`config.mk`:
```
export PLATFORM = sky130hd
export DESIGN_NAME = mac_array_sequencer
export DESIGN_NICKNAME = d
export VERILOG_FILES = /design/src/rtl/mac_seq_pkg.sv /design/src/rtl/mac_index_counter.sv /design/src/rtl/mac_array_sequencer.sv
export SDC_FILE = /design/constraint.sdc
export NUM_CORES = 1
export LEC_CHECK = 0
export BUFFER_PORTS_ARGS = -buffer_cell sky130_fd_sc_hd__buf_4
export CAP_MARGIN = 15
export CORE_MARGIN = 2
export CORE_UTILIZATION = 25
export DETAILED_ROUTE_END_ITERATION = 6
export GPL_TIMING_DRIVEN = 0
export SLEW_MARGIN = 10
export SYNTH_ARGS = -nofsm -noshare
export SYNTH_HDL_FRONTEND = slang
export SYNTH_HIERARCHICAL = 1
export SYNTH_SLANG_ARGS = --single-unit
```
`constraint.sdc`:
```
create_clock -name CLK -period 2.2 [get_ports CLK]
set_input_delay 0.44 -clock CLK [delete_from_list [all_inputs] [get_ports CLK]]
set_output_delay 0.44 -clock CLK [all_outputs]
set_load 0.05 [all_outputs]
```
`src/rtl/mac_seq_pkg.sv`:
```
// Shared definitions for the MAC array sequencer and the mesh controllers
// that reuse its index counter.
package mac_seq_pkg;

  localparam int DEFAULT_N  = 4;
  localparam int DEFAULT_IW = $clog2(DEFAULT_N);
  localparam int DEFAULT_AW = 2 * DEFAULT_IW;

  typedef enum logic [1:0] {
    IDLE,
    RUN,
    DRAIN,
    FIN
  } seq_state_t;

endpackage

```
`src/rtl/mac_index_counter.sv`:
```
// Nested i/j/k index counter (k innermost). It saturates at the terminal
// count instead of wrapping i, so the owner decides when a sweep ends.
module mac_index_counter
  import mac_seq_pkg::*;
#(
  parameter int N  = DEFAULT_N,
  parameter int IW = $clog2(N)
) (
  input  logic          clk,
  input  logic          rst_n,
  input  logic          clr,
  input  logic          en,
  output logic [IW-1:0] i,
  output logic [IW-1:0] j,
  output logic [IW-1:0] k,
  output logic          k_last,
  output logic          tc
);

  logic i_last;
  logic j_last;

  assign k_last = (k == IW'(N - 1));
  assign j_last = (j == IW'(N - 1));
  assign i_last = (i == IW'(N - 1));
  assign tc     = i_last && j_last && k_last;

  always_ff @(posedge clk) begin
    if (!rst_n || clr) begin
      i <= '0;
      j <= '0;
      k <= '0;
    end else if (en && !tc) begin
      k <= k_last ? '0 : k + 1'b1;
      if (k_last) begin
        j <= j_last ? '0 : j + 1'b1;
        if (j_last) begin
          i <= i + 1'b1;
        end
      end
    end
  end

endmodule

```
`src/rtl/mac_array_sequencer.sv`:
```
// Sequencer for a shared MAC datapath computing C = A x B over NxN matrices;
// strobes trail the issued addresses by the one-cycle memory read latency.
module mac_array_sequencer
  import mac_seq_pkg::*;
#(
  parameter int N  = DEFAULT_N,
  parameter int IW = $clog2(N),
  parameter int AW = 2 * IW
) (
  input  logic          CLK,
  input  logic          RST,
  input  logic          START,
  input  logic          STALL,
  input  logic [2:0]    SHIFT,
  output logic [AW-1:0] ADDR_A,
  output logic [AW-1:0] ADDR_B,
  output logic          ENa,
  output logic          ENr,
  output logic          CLR_ACC,
  output logic [2:0]    BSEL,
  output logic          WR_C,
  output logic [AW-1:0] ADDR_C,
  output logic          BUSY,
  output logic          DONE
);

  seq_state_t state, state_nxt;

  logic [IW-1:0] i, j, k;
  logic          k_last, tc;
  logic          accept, issue;

  logic          v1, last1, v2;
  logic [AW-1:0] addr_c1, addr_c2;

  assign accept = (state == IDLE) && START;
  assign issue  = (state == RUN) && !STALL;

  mac_index_counter #(.N(N), .IW(IW)) u_idx (
    .clk    (CLK),
    .rst_n  (RST),
    .clr    (accept),
    .en     (issue),
    .i      (i),
    .j      (j),
    .k      (k),
    .k_last (k_last),
    .tc     (tc)
  );

  assign ADDR_A = {i, k};
  assign ADDR_B = {k, j};
  assign ADDR_C = addr_c2;

  always_ff @(posedge CLK) begin
    if (!RST) begin
      state <= IDLE;
      BSEL  <= '0;
    end else begin
      state <= state_nxt;
      if (accept) begin
        BSEL <= SHIFT;
      end
    end
  end

  // Stage 1 tracks the product whose operands are on the memory outputs;
  // stage 2 marks the element whose sum has just landed in Rr.
  always_ff @(posedge CLK) begin
    if (!RST) begin
      v1      <= 1'b0;
      last1   <= 1'b0;
      v2      <= 1'b0;
      addr_c1 <= '0;
      addr_c2 <= '0;
    end else if (!STALL) begin
      v1      <= (state == RUN);
      last1   <= k_last;
      addr_c1 <= {i, j};
      v2      <= v1 && last1;
      addr_c2 <= addr_c1;
    end
  end

  always_comb begin
    state_nxt = state;
    ENa       = 1'b0;
    ENr       = 1'b0;
    CLR_ACC   = 1'b0;
    WR_C      = 1'b0;
    case (state)
      IDLE:    if (START) state_nxt = RUN;
      RUN:     if (!STALL && tc) state_nxt = DRAIN;
      DRAIN:   if (!STALL && v2 && !v1) state_nxt = FIN;
      FIN:     state_nxt = IDLE;
      default: state_nxt = IDLE;
    endcase
    // Strobes are suppressed while stalled and during the reset cycle itself.
    if (!STALL && RST) begin
      ENa     = v1;
      ENr     = v1 && last1;
      CLR_ACC = v1 && last1;
      WR_C    = v2;
    end
  end

  assign BUSY = (state == RUN) || (state == DRAIN);
  assign DONE = (state == FIN);

endmodule

```
==> summary.txt <==
Post-CTS Hold Buffers = 0
share of cells above drive strength 1 = 26.8%
CTS Buffer Depth = 2
Antenna Cells = 0
CTS resizes = 0
Synth-to-Final Area Change = 30.6%
Max Slew Vio Count = 0
Crit path arrival time = 1510 ps
Hold WC Path Type = primary input to register
TritonCTS buffer count = 3
Mapped Area = 1030 um2
switch share = 35.7%
register area share after synthesis = 42.7%
RePlAce Congestion = 0.721
Psw = 0.000408 W
ys async rst share = 0%
TritonCTS clock tree = yes
Crit Path Max Fanout = 10
GR Overflow Total = 0
total global-route track usage = 9.55%
ranking of synthesized cells by instance count = dfxtp_1, mux2i_1, nor2b_1
Primary FF master, synth = dfxtp_1
pin count of the biggest net entering global routing = 13
Post-CTS Setup Repair Bufs = 0
core area = 3970 um2
initial antenna violation count = 0
num rows = 23
top-count cell post-synth = dfxtp_1
reg2reg end = state[1]
P_int = 0.000736 W
Slew @ Worst Pin = 451 ps
critical path launch point type = primary input
Final TNS setup = 0 ps
Avg WL per Cell = 11.2 um
CP endpoint kind = primary output
Fin Clk Skew = 0.914 ps
WHS Path Cells = 3
DP HPWL = 1.67 mm
Leak = 0.624 nW
post-synthesis area per instance = 9.55 um2
Area contributors post-synth = dfxtp_1, mux2i_1, ha_1
Clk Tree Root Cell = clkbuf_8
via density per instance = 4.42
Peak VDD IR = 227 uV
sequential power share = 40.2%
area leader, netlist = dfxtp_1
YS warnings = 6
worst skew pair latency = 250 ps
net count after synthesis = 122
initial detailed-routing violation count = 33
Tcrit/Tclk final = 88.5%
Final Hold Slack = 459 ps
first-pass GRT wire length = 3.37 mm
filler cell count in the final layout = 412
DIE AREA = 4650 um2
Slew headroom = 70.0%
num ports = 28
Clk pwr share = 24.4%
Detailed Route WL = 2.10 mm
Final Core Density = 33.9%
min cycle time layout = 1950 ps
RSZ-0062 raised after global routing = no
Clk pin slew, worst setup/hold paths = 70 ps
distinct cell type count after synthesis = 26
crit path kind = primary input to primary output
Hold Path Origin = SHIFT[2]
top-area cell type share of the netlist area = 42.7%
CTS sink cnt = 22
R2R cell count = 6
Final ANT Viol Nets = 0
worst hold endpoint = BSEL[2]
Fmax = 514 MHz
Final setup violation count = 0
Die Span Y = 68.2 um
TritonRoute pass-1 iters = 4
EDFF count, synth = 0
pwr dens = 850 nW/um2
via count = 831
initial core utilization = 26.0%
CP Data Required Time = 1760 ps
internal reg-to-reg setup slack = 420 ps
H-tree levels = 1
final hold vios = 0
post-synthesis register bit count = 22
Layout Nets = 153
Comb power frac = 35.5%
DR DRC count = 0
Gate Count Post-Synth = 108
status = complete, no violations
max cap viols = 0
vias in the first global route = 785
buffers added on ports = 26
R2R Path Start = u_idx/k[0]
Die Span X = 68.2 um
[cells by family after synthesis]
group	count (synthesis)	share of synthesized area, %
buf+inv	13	6.67
xor+xnor	1	0.850
flops	22	42.7
simple gates	38	20.8
fa+ha+maj	7	8.49
compound gates	16	9.83
mux	11	10.7
[sequential cells by signal, indices dropped and copies added, names as in the netlist]
name / cells
state: 2
v1: 1
u_idx/j: 2
v2: 1
last1: 1
u_idx/i: 2
ADDR_C: 4
u_idx/k: 2
addr_c1: 4
BSEL: 3
[worst max-delay path by stage]
stage	from	end	slack, ps	cells past startpoint
floorplan	RST	ENr	110	4
global placement	RST	ENr	260	6
detailed placement	RST	ENr	240	6
CTS	RST	ENr	240	6
global route	RST	ENr	180	6
finish	RST	ENr	250	6
[routing by layer]
layer | routed length [um] | track usage, % | vias up
li1 | - | - | 425
met1 | 911 | 11.5 | 388
met2 | 1070 | 16.5 | 16
met3 | 85 | 0.987 | 2
met4 | 26 | 5.25 | 0
met5 | 0 | 0 | -
[cell type report]
type	count	area, um2	area share [%]
Multi-Input combinational cell	73	524	38.9
Clock buffer	4	55.1	4.09
Inverter	6	22.5	1.67
Buffer	7	46.3	3.44
Timing Repair Buffer	26	195	14.5
Sequential cell	22	440	32.7
Tap cell	50	62.6	4.65
[per-stage QoR]
step | power, W | instances | setup slack, ps | area [um2]
floorplan | 0.000776 | 108 | 115 | 1030
finish | 0.00114 | 188 | 254 | 1350
global route | 0.00121 | 188 | 183 | 1350
CTS | 0.00116 | 188 | 242 | 1350
detailed placement | 0.000878 | 184 | 243 | 1290
global placement | 0.000860 | 184 | 256 | 1290
[cell usage in the layout, fill, tap and decap left out, types with 3 or more instances in the layout]
master	n
clkbuf_8	4
dfxtp_1	22
nand2_1	9
nand3_1	5
ha_1	7
a21boi_0	3
nor2b_1	11
buf_4	29
a21oi_1	5
mux2i_1	11
o21ai_0	5
inv_1	6
[worst max-delay path: stages]
cell      delay, ps
buf_4           110
clkbuf_1        190
and3b_2         270
and2_2          190
buf_4           120
buf_4           180
[power groups by stage]
stage,Sequential [W],Combinational [W],Clock (W)
CTS,0.000460,0.000409,0.000290
floorplan,0.000509,0.000267,0
global route,0.000464,0.000445,0.000305
global placement,0.000466,0.000394,0
finish,0.000459,0.000406,0.000279
detailed placement,0.000469,0.000408,0
No activity file was read; power rests on OpenSTA's default activity.
